===== config.mk =====
export PLATFORM = sky130hd
export DESIGN_NAME = sid_mix_out
export DESIGN_NICKNAME = d
export VERILOG_FILES = /design/src/rtl/sid_mix_out.sv
export SDC_FILE = /design/constraint.sdc
export NUM_CORES = 1
export LEC_CHECK = 0
export CAP_MARGIN = 20
export CORE_ASPECT_RATIO = 1.4
export CORE_UTILIZATION = 60
export CTS_CLUSTER_DIAMETER = 200
export CTS_CLUSTER_SIZE = 25
export DETAILED_ROUTE_END_ITERATION = 10
export PLACE_DENSITY_LB_ADDON = 0.12
export RECOVER_POWER = 100
export SLEW_MARGIN = 20
export SYNTH_ARGS = -nofsm -noshare
export SYNTH_HDL_FRONTEND = slang
export SYNTH_SLANG_ARGS = --single-unit

===== constraint.sdc =====
create_clock -name clk -period 13.6 [get_ports clk]
set_clock_uncertainty 0.1 [all_clocks]
set_input_delay 2.04 -clock clk [delete_from_list [all_inputs] [get_ports clk]]
set_output_delay 2.04 -clock clk [all_outputs]
set_load 0.1 [all_outputs]

===== src/rtl/sid_mix_out.sv =====
// Stereo SID voice mixer feeding the external-DAC serializer: six envelope-weighted
// voices through one shared multiplier, master volume, clip, offset-binary output.
module sid_mix_out #(
    parameter int unsigned DIV = 64
) (
    input  logic        clk,
    input  logic        rst_n,
    input  logic        enable,
    input  logic [35:0] voices_l,
    input  logic [23:0] env_l,
    input  logic [35:0] voices_r,
    input  logic [23:0] env_r,
    input  logic [3:0]  volume,
    output logic [11:0] sample_out_1,
    output logic [11:0] sample_out_2,
    output logic        sample_ready
);

    typedef enum logic [1:0] {
        ST_IDLE  = 2'd0,
        ST_MIX   = 2'd1,
        ST_SCALE = 2'd2,
        ST_CLIP  = 2'd3
    } state_t;

    localparam logic [15:0] DIV_LAST = 16'(DIV - 1);

    state_t             state_r;
    state_t             state_s;
    logic [15:0]        cnt_r;
    logic               tick_s;
    logic               snap_s;
    logic               mix_s;
    logic               load_s;
    logic [35:0]        voices_l_r;
    logic [23:0]        env_l_r;
    logic [35:0]        voices_r_r;
    logic [23:0]        env_r_r;
    logic [3:0]         volume_r;
    logic [2:0]         idx_r;
    logic [22:0]        acc_l_r;
    logic [22:0]        acc_r_r;
    logic [11:0]        voice_s;
    logic [7:0]         env_s;
    logic [20:0]        prod_s;
    logic [22:0]        prod_ext_s;
    logic [11:0]        out1_r;
    logic [11:0]        out2_r;
    logic               ready_r;

    // Floor-scale an accumulator by 1/256, apply volume/16, clip to 12 bits, offset binary.
    function automatic logic [11:0] scale_clip(input logic [22:0] acc, input logic [3:0] vol);
        logic signed [22:0] sh;
        logic        [26:0] prod;
        logic signed [26:0] sc;
        logic        [11:0] clipped;
        sh   = $signed(acc) >>> 8;
        prod = {{4{sh[22]}}, sh} * {23'd0, vol};
        sc   = $signed(prod) >>> 4;
        if (sc > 27'sd2047) begin
            clipped = 12'h7FF;
        end else if (sc < -27'sd2048) begin
            clipped = 12'h800;
        end else begin
            clipped = sc[11:0];
        end
        return clipped ^ 12'h800;
    endfunction

    assign tick_s = enable && (cnt_r == DIV_LAST);

    // Sample-rate divider, parked at zero while disabled.
    always_ff @(posedge clk) begin
        if (!rst_n) begin
            cnt_r <= 16'd0;
        end else if (!enable || (cnt_r == DIV_LAST)) begin
            cnt_r <= 16'd0;
        end else begin
            cnt_r <= cnt_r + 16'd1;
        end
    end

    // FSM state register.
    always_ff @(posedge clk) begin
        if (!rst_n) begin
            state_r <= ST_IDLE;
        end else begin
            state_r <= state_s;
        end
    end

    // FSM next-state logic; ticks outside IDLE are ignored.
    always_comb begin
        state_s = state_r;
        case (state_r)
            ST_IDLE:  state_s = tick_s ? ST_MIX : ST_IDLE;
            ST_MIX:   state_s = (idx_r == 3'd5) ? ST_SCALE : ST_MIX;
            ST_SCALE: state_s = ST_CLIP;
            ST_CLIP:  state_s = ST_IDLE;
            default:  state_s = ST_IDLE;
        endcase
    end

    // FSM control decode.
    always_comb begin
        snap_s = 1'b0;
        mix_s  = 1'b0;
        load_s = 1'b0;
        case (state_r)
            ST_IDLE:  snap_s = tick_s;
            ST_MIX:   mix_s  = 1'b1;
            ST_SCALE: load_s = 1'b1;
            ST_CLIP:  load_s = 1'b0;
            default:  load_s = 1'b0;
        endcase
    end

    // Operand select for the shared multiplier: idx 0..2 left voices, 3..5 right voices.
    always_comb begin
        voice_s = 12'h000;
        env_s   = 8'h00;
        case (idx_r)
            3'd0: begin voice_s = voices_l_r[11:0];  env_s = env_l_r[7:0];   end
            3'd1: begin voice_s = voices_l_r[23:12]; env_s = env_l_r[15:8];  end
            3'd2: begin voice_s = voices_l_r[35:24]; env_s = env_l_r[23:16]; end
            3'd3: begin voice_s = voices_r_r[11:0];  env_s = env_r_r[7:0];   end
            3'd4: begin voice_s = voices_r_r[23:12]; env_s = env_r_r[15:8];  end
            3'd5: begin voice_s = voices_r_r[35:24]; env_s = env_r_r[23:16]; end
            default: begin voice_s = 12'h000; env_s = 8'h00; end
        endcase
    end

    // Two's-complement low bits are sign-agnostic, so an unsigned multiply of the extended operands suffices.
    assign prod_s     = {{9{voice_s[11]}}, voice_s} * {13'd0, env_s};
    assign prod_ext_s = {{2{prod_s[20]}}, prod_s};

    // Input snapshot and sequential mix accumulation.
    always_ff @(posedge clk) begin
        if (!rst_n) begin
            voices_l_r <= 36'd0;
            env_l_r    <= 24'd0;
            voices_r_r <= 36'd0;
            env_r_r    <= 24'd0;
            volume_r   <= 4'd0;
            idx_r      <= 3'd0;
            acc_l_r    <= 23'd0;
            acc_r_r    <= 23'd0;
        end else if (snap_s) begin
            voices_l_r <= voices_l;
            env_l_r    <= env_l;
            voices_r_r <= voices_r;
            env_r_r    <= env_r;
            volume_r   <= volume;
            idx_r      <= 3'd0;
            acc_l_r    <= 23'd0;
            acc_r_r    <= 23'd0;
        end else if (mix_s) begin
            idx_r <= idx_r + 3'd1;
            if (idx_r < 3'd3) begin
                acc_l_r <= acc_l_r + prod_ext_s;
            end else begin
                acc_r_r <= acc_r_r + prod_ext_s;
            end
        end else begin
            idx_r <= idx_r;
        end
    end

    // Outputs load on the edge entering CLIP, so the pulse and new samples appear eight cycles after the tick.
    always_ff @(posedge clk) begin
        if (!rst_n) begin
            out1_r  <= 12'h800;
            out2_r  <= 12'h800;
            ready_r <= 1'b0;
        end else begin
            ready_r <= load_s;
            if (load_s) begin
                out1_r <= scale_clip(acc_l_r, volume_r);
                out2_r <= scale_clip(acc_r_r, volume_r);
            end else begin
                out1_r <= out1_r;
                out2_r <= out2_r;
            end
        end
    end

    assign sample_out_1 = out1_r;
    assign sample_out_2 = out2_r;
    assign sample_ready = ready_r;

endmodule

After elaboration in Yosys (flattened, before gate mapping)

Cells that the tools add are included.

Word-level logic and storage cells: 63
Memory bits (writable): 0
Latch bits: 0
Input port bits: 127
Bits in read-only memories: 0
Memories kept: 0
Flip-flop bits (word level): 216

Add/sub/neg operators: 4
Div/mod/pow operators: 0
Shift-type cells: 0
Bitwise gates (word level): 4
Reductions and logical operators: 9
$lt $le $gt $ge: 5
Multiplexer cells: 16
Multipliers: 3
Equality and inequality tests: 9

Operator list:

| cell                                                             | count |
|---|---|
| two-way mux 12 bit                                               | 8 |
| case mux 12 bit (6 select lines)                                 | 1 |
| case mux 8 bit (6 select lines)                                  | 1 |
| adder 23 bit                                                     | 2 |
| multiplier 15 x 5 -> 20 bit                                      | 2 |
| greater-than comparator 16 x 12 -> 1 bit (second input constant) | 2 |
| < comparator 16 x 12 -> 1 bit (second input constant)            | 2 |
| multiplier 12 x 9 -> 21 bit                                      | 1 |
| adder 16 x 1 -> 16 bit (second input constant)                   | 1 |
| == test 16 x 6 -> 1 bit (second input constant)                  | 1 |
| case mux 2 bit (4 select lines)                                  | 1 |
| == test 3 x 2 -> 1 bit (second input constant)                   | 2 |
| == test 3 bit (second input constant)                            | 2 |
| == test 2 bit (second input constant)                            | 2 |
| two-way mux 1 bit                                                | 4 |
| NOT 1 bit                                                        | 4 |
| AND reduction 2 bit                                              | 2 |
| OR reduction 2 bit                                               | 2 |
| adder 3 x 1 -> 3 bit (second input constant)                     | 1 |
| == test 3 x 1 -> 1 bit (second input constant)                   | 1 |
| zero test 3 bit                                                  | 1 |
| < comparator 3 x 2 -> 1 bit (second input constant)              | 1 |
| == test 2 x 1 -> 1 bit (second input constant)                   | 1 |
| zero test 2 bit                                                  | 1 |
| other kinds (4)                                                  | 4 |

Depth between registers and ports, before layout

Gate-level depths: netlist (run 1).

Depth in word-level cells: 7
Mapped depth: 37

Worst setup path before layout (run 1)

Ideal clock, no wire load.

Path kind: reg2reg
Start point: register idx_r[2]
End point: register acc_l_r[22]
Library setup time: 132 ps
Arrival: 7531 ps
Path slack: 5838 ps
Cell stages (with the launch flop): 32
Period minus slack after synthesis: 7762 ps
Required time: 13368 ps
Cell sequence: dfxtp_1 clkbuf_1 clkbuf_1 buf_1 mux2_2 nand2_1 nand2_1 a21oi_1 nor2_1 fa_1 inv_1 fa_1 inv_1 fa_1 inv_1 fa_1 inv_1 ha_1 a21boi_1 o41ai_1 o21ai_0 a21oi_1 xnor2_1 ha_1 a21o_1 a2111oi_0 nor2b_1 a311o_1 a21oi_1 xnor2_1 and3_1 nor3_1

Longest elaborated chain between the ends: 4
Elaborated cells on any way between the ends: 12
Those cells by class: add/sub: 1; mul: 1; order compare: 1; eq/ne: 5; mux: 2; reduce/logical: 2

RTL lines:

| item                                                                                       | line | text |
|---|---|---|
| start, declared                                                                            | 40   | `logic [2:0] idx_r;` |
| start signal, assigned                                                                     | 158  | `idx_r <= idx_r + 3'd1;` |
| start signal, assigned                                                                     | 165  | `idx_r <= idx_r;` |
| == test 3 bit (tied with other cells)                                                      | 122  | `case (idx_r)` |
| case mux 12 bit (6 select lines) / case mux 8 bit (6 select lines) (equally long branches) | 122  |  |
| multiplier 12 x 9 -> 21 bit                                                                | 134  | `assign prod_s = {{9{voice_s[11]}}, voice_s} * {13'd0, env_s};` |
| adder 23 bit                                                                               | 160  | `acc_l_r <= acc_l_r + prod_ext_s;` |
| end signal, assigned                                                                       | 160  |  |
| end, declared                                                                              | 41   | `logic [22:0] acc_l_r;` |

Parallel ways exist; a longest one is shown, timed or not.
A chain may end at the register's enable or synchronous reset.

Worst setup path after layout (run 1)

Start point: register idx_r[1]
End point: register acc_l_r[22]

Same word-level chain as after synthesis.

==> impl_metrics.csv, run 1 <==
group,metric,value,unit
status,status,"complete, but fails checks",
status,violations,"capacitance limit, slew limit",
sta,slew_viol_final,271,
setup_path,cp-end-kind,"register",
power,worst_ir_drop_vdd,0.0000846,V
floorplan,rows,76,
route,avgRoutedWirePerCell,16.7,µm
synth,synth.distinct_cells,80,
setup_path,required,13.80,ns
route,drc_errors,0,
floorplan,start_util,60.8,%
synth,yosysSeqAreaShare,23.2,%
clock_network,cts_setup_buffers,0,
synth,synth-main-ff-cell,"dfxtp_1",
setup_path,worst_path_max_delay_cell,"a221oi_1",
hold_path,whs_endpoint,"voices_r_r[33]",
clock_network,cts_tree,"yes",
setup_path,crit_path_frequent_cell,"inv_1",
route,wl,46200,µm
global_route,grt_max_degree,120,
sta,fmax,0.109,GHz
placement,finalWeightedCongestion,0.914,
floorplan,fp.dieH,211,µm
clock_network,cts_max_path_buffers,3,
sta,rsz0062_at_grt,"no",
hold_path,hold_depth,2,
route,routed_via_density,5.61,
setup_path,critical_path_class,"reg -> reg",
power,power,0.00108,W
power,swShare,22.5,%
synth,synth_edf_count,0,
setup_path,reg2reg_to,"acc_l_r[22]",
global_route,grt_pass1_wl,75700,µm
setup_path,arrival,9.42,ns
clock_network,path_clk_slew,0.11,ns
setup_path,crit_fanout,18,
setup_path,r2r_cells,34,
placement,dp_cells,2745,
floorplan,core_area,30700,µm²
floorplan,chipWidth,151,µm
job,maxCapViolations,4,
clock_network,cts_made_buffers,12,
hold_path,hp-class,"reg -> reg",
route,vias,15500,
power,p_switching,0.000242,W
global_route,grt_util_all_layers,29.9,%
synth,syn-num-nets,2720,
synth,synthArstFlopShare,0,%
sta,finalSetupViolations,0,
synth,netlist_area,18700,µm²
sta,hold_viol_final,0,
power,power_frac_clock,36.3,%
synth,ys.warnings.count,0,
sta,worst_pin_slew,3.75,ns
route,drt_first_iter_violations,807,
clock_network,insertion_delay,0.51,ns
power,p_leak,9.36,nW
floorplan,die_area,31800,µm²
setup_path,critPathLaunchType,"register",
clock_network,cts_max_level,1,
clock_network,cts_sinks,216,
route,drt.antenna.violating_nets,0,
clock_network,clockRootBuffer,"clkbuf_16",
placement,dp_hpwl,36800,µm
power,p_seq_share,58.8,%
sta,min_period_over_period,67.8,%
hold_path,hp-start,"voices_r_r[33]",
synth,syn_avg_cell_area,8.18,µm²
setup_path,max_stage_delay,0.94,ns
power,power_frac_comb,4.9,%
finish,syn2layout_area_growth,10.7,%
finish,final_cells,2759,
setup_path,reg2reg_slack,4.38,ns
global_route,overflow,0,
sta,fin_crit,9.22,ns
global_route,first_global_vias,15500,
sta,totalNegativeSetupSlack,0,ns
sta,maxSlewHeadroom,-150,%
finish,drive_gt1_share,3.46,%
synth,syn_inst,2281,
global_route,antenna_found_initial,0,
power,power.internal,0.000834,W
clock_network,cts_resized,0,
finish,layout.nets,2808,
synth,synth_seq_cells,216,
setup_path,r2r_start,"idx_r[1]",
route,first_pass_iters,5,
clock_network,hold_buffers,0,
power,cellPowerDensity,52.1,nW/µm²
placement,port_buffers,151,
finish,num_antenna_cells,0,
floorplan,ioPinCount,152,
## cells by family after synthesis
group / after synthesis / share of synthesized area, %
AND/OR/NAND/NOR: 781 / 18.5
flip-flops: 216 / 23.2
buffers and inverters: 381 / 7.77
adder cells (fa/ha/maj): 312 / 26.5
XOR/XNOR: 99 / 4.69
multiplexers: 25 / 1.49
AO/OA/AOI/OAI: 467 / 17.9
## cell usage in the layout (no fill, tap or decap), types with 7 or more instances in the layout
master and n:
xnor2_1 71, o21a_1 13, nand4_1 14, nor3_1 18, nor2b_1 19, a221o_1 14, mux2_2 23, o21ai_2 9
a22oi_1 14, nand2_1 426, nand2b_1 14, o211ai_1 8, a21oi_2 8, dfxtp_1 215, or3_1 7, and2_1 84
and3_1 14, ha_1 172, inv_1 285, a211oi_1 10, o21ai_0 47, nand3_1 28, dlygate4sd3_1 26, xor2_1 28
a21o_1 28, a21boi_0 131, o21bai_1 8, clkdlybuf4s50_1 124, a21oi_1 109, or2_2 7, fa_1 140, buf_4 12
clkbuf_1 7, nor2_1 133, a222oi_1 10, a221oi_1 10, clkbuf_16 12
## final cells by class
cell class	instances	area, µm²
inverter	286	1070
clock buffer	12	300
multi-input combinational	1684	12800
tap	390	488
clock inverter	2	27.5
timing repair buffer	169	1620
sequential	216	4330
fill	2632	10100
## worst max-delay path by stage
stage / start / slack, ns / to
after detailed placement: idx_r[1] / 4.71 / acc_l_r[22]
final: idx_r[1] / 4.38 / acc_l_r[22]
after floorplan: idx_r[2] / 5.84 / acc_l_r[22]
after CTS: idx_r[1] / 4.69 / acc_l_r[22]
after global routing: idx_r[1] / 3.74 / acc_l_r[22]
after global placement: idx_r[1] / 4.83 / acc_l_r[22]
## cell usage after synthesis (19+ instances only)
library cell	number	area, µm²
dfxtp_1	216	4320
inv_1	285	1070
a21oi_1	106	531
xnor2_1	71	622
nand2_1	426	1600
ha_1	172	2150
a21boi_0	129	968
nor2_1	133	499
and2_1	86	538
o21ai_0	43	215
mux2_2	23	259
fa_1	140	2800
xor2_1	27	236
nand3_1	28	140
nor2b_1	19	119
a21o_1	28	210
clkbuf_1	80	300
## registers in the layout (all words and copies together), names as in the netlist, named ones only
register,count
acc_l_r,23
acc_r_r,23
cnt_r,16
env_l_r,24
env_r_r,24
idx_r,3
sample_out_1,12
sample_out_2,12
sample_ready,1
state_r,1
voices_l_r,36
voices_r_r,36
volume_r,4
## power groups by stage
stage,Clock [W],Combinational (W),Sequential (W)
after floorplan,0,0.0000123,0.000647
after global placement,0,0.0000532,0.000647
after detailed placement,0,0.0000532,0.000647
after CTS,0.000397,0.0000535,0.000633
after global routing,0.000419,0.0000564,0.000633
final,0.000390,0.0000531,0.000633
## through the flow
stage                     instance area, µm²  utilization (%)  worst slack (ns)  hold slack [ns]
final                                  20700             67.3              4.38            0.364
after global routing                   20700             67.3              3.74            0.385
after CTS                              20800             67.6              4.69            0.366
after detailed placement               20400             66.6              4.71            0.352
after global placement                 20400             66.5              4.83            0.342
after floorplan                        18700                -              5.84            0.330
## routing by layer
layer,part of all wire [%],track usage (%),vias to the layer above
met5,0,0,-
met4,4.3,12.2,0
met3,3.3,2.53,92
met2,52,55.5,339
met1,40,34.5,7427
li1,-,-,7633
## critical path, delay by kind of cell, from the launching register on
kind / cells / cell delay [ns]
DFF: 1 / 0.39
xor gates and xnor gates: 2 / 0.51
and+or+nand+nor: 5 / 0.54
buffers and inverters: 6 / 0.91
adders and majority gates: 7 / 2.68
AOI/OAI and AO/OA: 14 / 3.88
Power figures use the tool's default switching activity.
==> run 2, diff against run 1 <==
- CORE_UTILIZATION: 60 -> 54
- clock period: 13.6 -> 7.9 ns (I/O delays scaled with it)
==> impl_metrics.csv, run 2 (synthesized netlist as in run 1, its figures left out) <==
group,metric,value,unit
hold_path,hp-class,"reg -> reg",
finish,num_antenna_cells,0,
placement,port_buffers,151,
sta,fmax,0.132,GHz
global_route,grt_max_degree,119,
placement,dp_cells,2842,
clock_network,path_clk_slew,0.10,ns
power,power_frac_comb,5.0,%
route,vias,15500,
placement,dp_hpwl,36800,µm
floorplan,start_util,54.8,%
clock_network,cts_tree,"yes",
clock_network,cts_max_path_buffers,3,
setup_path,reg2reg_to,"acc_l_r[22]",
global_route,grt_pass1_wl,76800,µm
finish,reg_top3,"voices_l_r: 36 flops, voices_r_r: 36 flops",
setup_path,r2r_start,"idx_r[1]",
power,power.internal,0.00144,W
clock_network,clockRootBuffer,"clkbuf_16",
route,first_pass_iters,5,
sta,fin_crit,7.56,ns
power,power_frac_clock,36.1,%
clock_network,hold_buffers,0,
setup_path,critPathLaunchType,"register",
floorplan,core_area,34000,µm²
finish,final_cells,2862,
route,drc_errors,0,
clock_network,insertion_delay,0.52,ns
finish,final_common_cell,"nand2_1",
finish,syn2layout_area_growth,14.6,%
hold_path,whs_endpoint,"acc_r_r[0]",
sta,fin_ws,0.336,ns
clock_network,cts_sinks,216,
global_route,overflow,0,
clock_network,cts_max_level,1,
setup_path,cp-end-kind,"register",
power,worst_ir_drop_vdd,0.000131,V
setup_path,required,8.19,ns
power,swShare,22.4,%
setup_path,crit_fanout,5,
hold_path,hp-start,"acc_r_r[0]",
placement,finalWeightedCongestion,0.917,
finish,final_cell_mix,"423 x nand2_1, 285 x inv_1, 215 x dfxtp_1",
floorplan,die_area,35300,µm²
sta,finalSetupViolations,0,
finish,drive_gt1_share,7.22,%
setup_path,critical_path_class,"reg -> reg",
clock_network,cts_made_buffers,12,
sta,min_period_over_period,95.7,%
sta,rsz0062_at_grt,"yes",
floorplan,chipWidth,159,µm
route,drt_first_iter_violations,656,
setup_path,worst_path_max_delay_cell,"fa_1",
floorplan,rows,80,
sta,slew_viol_final,95,
power,cellPowerDensity,86.4,nW/µm²
global_route,antenna_found_initial,0,
hold_path,hold_depth,2,
setup_path,crit_path_frequent_cell,"inv_1",
setup_path,reg2reg_slack,0.34,ns
route,wl,46700,µm
route,routed_via_density,5.41,
sta,maxSlewHeadroom,-152,%
setup_path,max_stage_delay,0.53,ns
global_route,grt_util_all_layers,26.5,%
sta,worst_pin_slew,3.78,ns
global_route,first_global_vias,15800,
power,p_switching,0.000414,W
sta,hold_viol_final,0,
route,drt.antenna.violating_nets,0,
status,violations,"capacitance limit, slew limit",
power,p_leak,9.65,nW
floorplan,ioPinCount,152,
setup_path,r2r_cells,33,
placement,pre_cts_slack,-0.116,ns
setup_path,arrival,7.86,ns
power,p_seq_share,58.9,%
route,avgRoutedWirePerCell,16.3,µm
status,status,"complete, but fails checks",
floorplan,fp.dieH,222,µm
job,maxCapViolations,1,
finish,layout.nets,2850,
==> run 2: cell count changes in the layout (fill, tap and decap cells not counted), moves of 5 or more <==
cell,before,now
buf_4,12,52
a21oi_1,109,99
o21ai_0,47,39
a21boi_0,131,126
a21oi_2,8,17
clkbuf_1,7,2
ha_1,172,167
o21ai_1,4,10
==> run 2: worst max-delay path by stage <==
stage | startpoint | endpoint | slack (ns) | cells past startpoint
2_1_floorplan | idx_r[2] | acc_l_r[22] | 0.14 | 31
3_3_place_gp | idx_r[0] | acc_l_r[22] | -0.04 | 34
6_report | idx_r[1] | acc_l_r[22] | 0.34 | 33
3_5_place_dp | idx_r[0] | acc_l_r[22] | -0.12 | 34
4_1_cts | idx_r[0] | acc_l_r[22] | 0.06 | 35
5_1_grt | idx_r[2] | acc_l_r[22] | -0.10 | 33
==> run 2: metrics by stage <==
stage	util [%]	cell area [µm²]	hold slack, ns	TNS [ns]	total power [W]
final	62.9	21400	0.366	0	0.00185
after detailed placement	61.2	20800	0.354	-0.185	0.00121
after floorplan	-	18700	0.330	0	0.00114
after CTS	62.2	21200	0.369	0	0.00187
after global placement	61.1	20800	0.342	-0.0438	0.00121
after global routing	62.9	21400	0.382	-0.159	0.00191
==> run 2: what timing repair did <==
action,in CTS,in global routing
endpoints found under the hold margin,0,0
gates cloned,0,1
resized for setup,6,47
pin swaps,0,13
setup buffers,0,4
setup endpoints to repair,3,12
==> run 2: layer usage <==
| metal | global-route usage [%] | share of wire, % |
|---|---|---|
| met3 | 1.91 | 2.7 |
| met2 | 51.3 | 53 |
| met1 | 30.0 | 40 |
| met5 | 0 | 0 |
| met4 | 9.93 | 4.1 |
==> run 2: area by class of cell <==
type	instances	area (µm²)
Inverter	286	1070
Clock buffer	12	300
Clock inverter	2	27.5
Timing Repair Buffer	211	2010
Fill cell	3087	12600
Tap cell	451	564
Multi-Input combinational cell	1684	13100
Sequential cell	216	4330
==> run 2: power groups by stage <==
stage	logic, W	registers (W)	clock network (W)
2_1_floorplan	0.0000212	0.00111	0
3_3_place_gp	0.0000923	0.00111	0
3_5_place_dp	0.0000920	0.00111	0
4_1_cts	0.0000924	0.00109	0.000691
5_1_grt	0.0000981	0.00109	0.000722
6_report	0.0000926	0.00109	0.000668
==> run 2: critical path, delay by kind of cell, from the launching register on <==
kind                     cells  cell delay (ns)
AO/OA/AOI/OAI               11             2.64
XOR/XNOR                     2             0.23
adder cells (fa/ha/maj)      7             2.76
buffers and inverters        9             0.95
flip-flops                   1             0.34
AND/OR/NAND/NOR              4             0.41
==> run 3, diff against run 2 <==
- CORE_UTILIZATION: 54 -> 60
- clock period: 7.9 -> 7.1 ns (I/O delays scaled with it)
==> impl_metrics.csv, run 3 (synthesized netlist as in run 1, its figures left out) <==
group,metric,value,unit
floorplan,die_area,31800,µm²
sta,slew_viol_final,92,
sta,fin_crit,7.28,ns
sta,maxSlewHeadroom,-131,%
setup_path,crit_fanout,8,
clock_network,clockRootBuffer,"clkbuf_16",
clock_network,cts_max_path_buffers,3,
route,vias,16700,
status,violations,"capacitance limit, slew limit, setup timing",
clock_network,cts_tree,"yes",
floorplan,start_util,60.8,%
placement,pre_cts_slack,-0.547,ns
finish,reg_top3,"voices_l_r: 36 flops, voices_r_r: 36 flops",
setup_path,critPathLaunchType,"register",
global_route,grt_pass1_wl,80100,µm
setup_path,max_stage_delay,0.55,ns
job,maxCapViolations,1,
power,worst_ir_drop_vdd,0.000143,V
clock_network,cts_max_level,1,
route,first_pass_iters,5,
route,routed_via_density,5.58,
floorplan,core_area,30700,µm²
setup_path,worst_path_max_delay_cell,"fa_1",
finish,final_cells,2987,
sta,min_period_over_period,103,%
global_route,use_met3,2.89,%
floorplan,ioPinCount,152,
finish,final_common_cell,"nand2_1",
global_route,grt_util_all_layers,31.4,%
global_route,grt_use_met2,59.4,%
placement,finalWeightedCongestion,1.02,
sta,finalSetupViolations,8,
sta,fmax,0.137,GHz
route,drt.antenna.violating_nets,0,
setup_path,critical_path_class,"reg -> reg",
sta,fin_ws,-0.181,ns
clock_network,cts_sinks,216,
power,cellPowerDensity,87.1,nW/µm²
hold_path,hp-class,"reg -> reg",
route,avgRoutedWirePerCell,16.9,µm
floorplan,rows,76,
sta,rsz0062_at_grt,"yes",
global_route,first_global_vias,17100,
floorplan,chipWidth,151,µm
placement,dp_cells,2929,
global_route,busiest_layer,"met2",
setup_path,crit_path_frequent_cell,"buf_4",
clock_network,path_clk_slew,0.11,ns
clock_network,cts_made_buffers,12,
status,status,"complete, but fails checks",
sta,worst_pin_slew,3.46,ns
setup_path,required,7.44,ns
finish,syn2layout_area_growth,26.3,%
finish,layout.nets,3036,
global_route,grt_max_degree,123,
floorplan,fp.dieH,211,µm
global_route,antenna_found_initial,0,
route,drc_errors,0,
placement,port_buffers,151,
global_route,met1_usage,33.8,%
finish,final_core_util,76.7,%
finish,final_cell_mix,"417 x nand2_1, 273 x inv_1, 220 x buf_4",
placement,dp_hpwl,38100,µm
finish,drive_gt1_share,18.2,%
route,drt_first_iter_violations,659,
setup_path,arrival,7.62,ns
setup_path,cp-end-kind,"register",
sta,hold_viol_final,0,
finish,num_antenna_cells,0,
clock_network,insertion_delay,0.50,ns
global_route,overflow,0,
route,wl,50600,µm
power,p_leak,10.6,nW
setup_path,reg2reg_slack,-0.18,ns
run 3: cell count changes in the layout (fill, tap and decap cells not counted), sizes merged:
cell           before  now
dlygate4sd3        25   24
buf                58  242
clkdlybuf4s50     125  126
clkbuf             15   17
run 3: routing by layer:
metal  vias up  wire length (µm)
li1       8095                 -
met1      7974             19000
met2       441             27100
met3       170              1680
met4         0              2840
met5         -                 0
run 3: report_power, final:
| part | switching, W | internal, W | total (W) |
|---|---|---|---|
| Sequential | 0.000000478 | 0.00121 | 0.00121 |
| Combinational | 0.0000301 | 0.0000711 | 0.000101 |
| Clock | 0.000425 | 0.000315 | 0.000740 |
| Total | 0.000455 | 0.00160 | 0.00205 |
run 3: final cells by class:
| cell class | count | area, µm² |
|---|---|---|
| multi-input combinational | 1684 | 13900 |
| fill | 2191 | 7150 |
| sequential | 216 | 4330 |
| timing repair buffer | 397 | 3470 |
| inverter | 286 | 1080 |
| tap | 390 | 488 |
| clock buffer | 12 | 300 |
| clock inverter | 2 | 27.5 |
run 3: final timing paths:
path,cells after the start,from,end
setup / recovery,32,idx_r[0],acc_r_r[22]
hold / removal,2,voices_r_r[21],voices_r_r[21]
setup reg to reg,32,idx_r[0],acc_r_r[22]
hold reg to reg,2,voices_r_r[21],voices_r_r[21]
run 3: timing repair:
item                                   in CTS  in global routing
pin swaps                                  56                 54
cloned                                      0                  1
resized for setup                          94                108
setup endpoints to repair                  17                 18
endpoints found under the hold margin       0                  0
setup buffers                              22                 28
hold buffers                                0                  0
run 3: critical path, delay by kind of cell, from the launching register on:
family          cells  cell delay (ns)
fa+ha+maj           8             2.90
flops               1             0.40
simple gates        4             0.54
xor+xnor            2             0.23
compound gates     11             2.18
buf+inv             7             0.88
run 3: stage by stage:
stage	total power (W)	setup TNS [ns]	cell area, µm²	hold slack, ns
after floorplan	0.00126	0	18800	0.330
after global placement	0.00134	-2.32	21900	0.342
after detailed placement	0.00134	-4.65	21900	0.352
after CTS	0.00206	-0.276	22800	0.367
after global routing	0.00211	-3.62	23600	0.384
final	0.00205	-0.850	23600	0.365
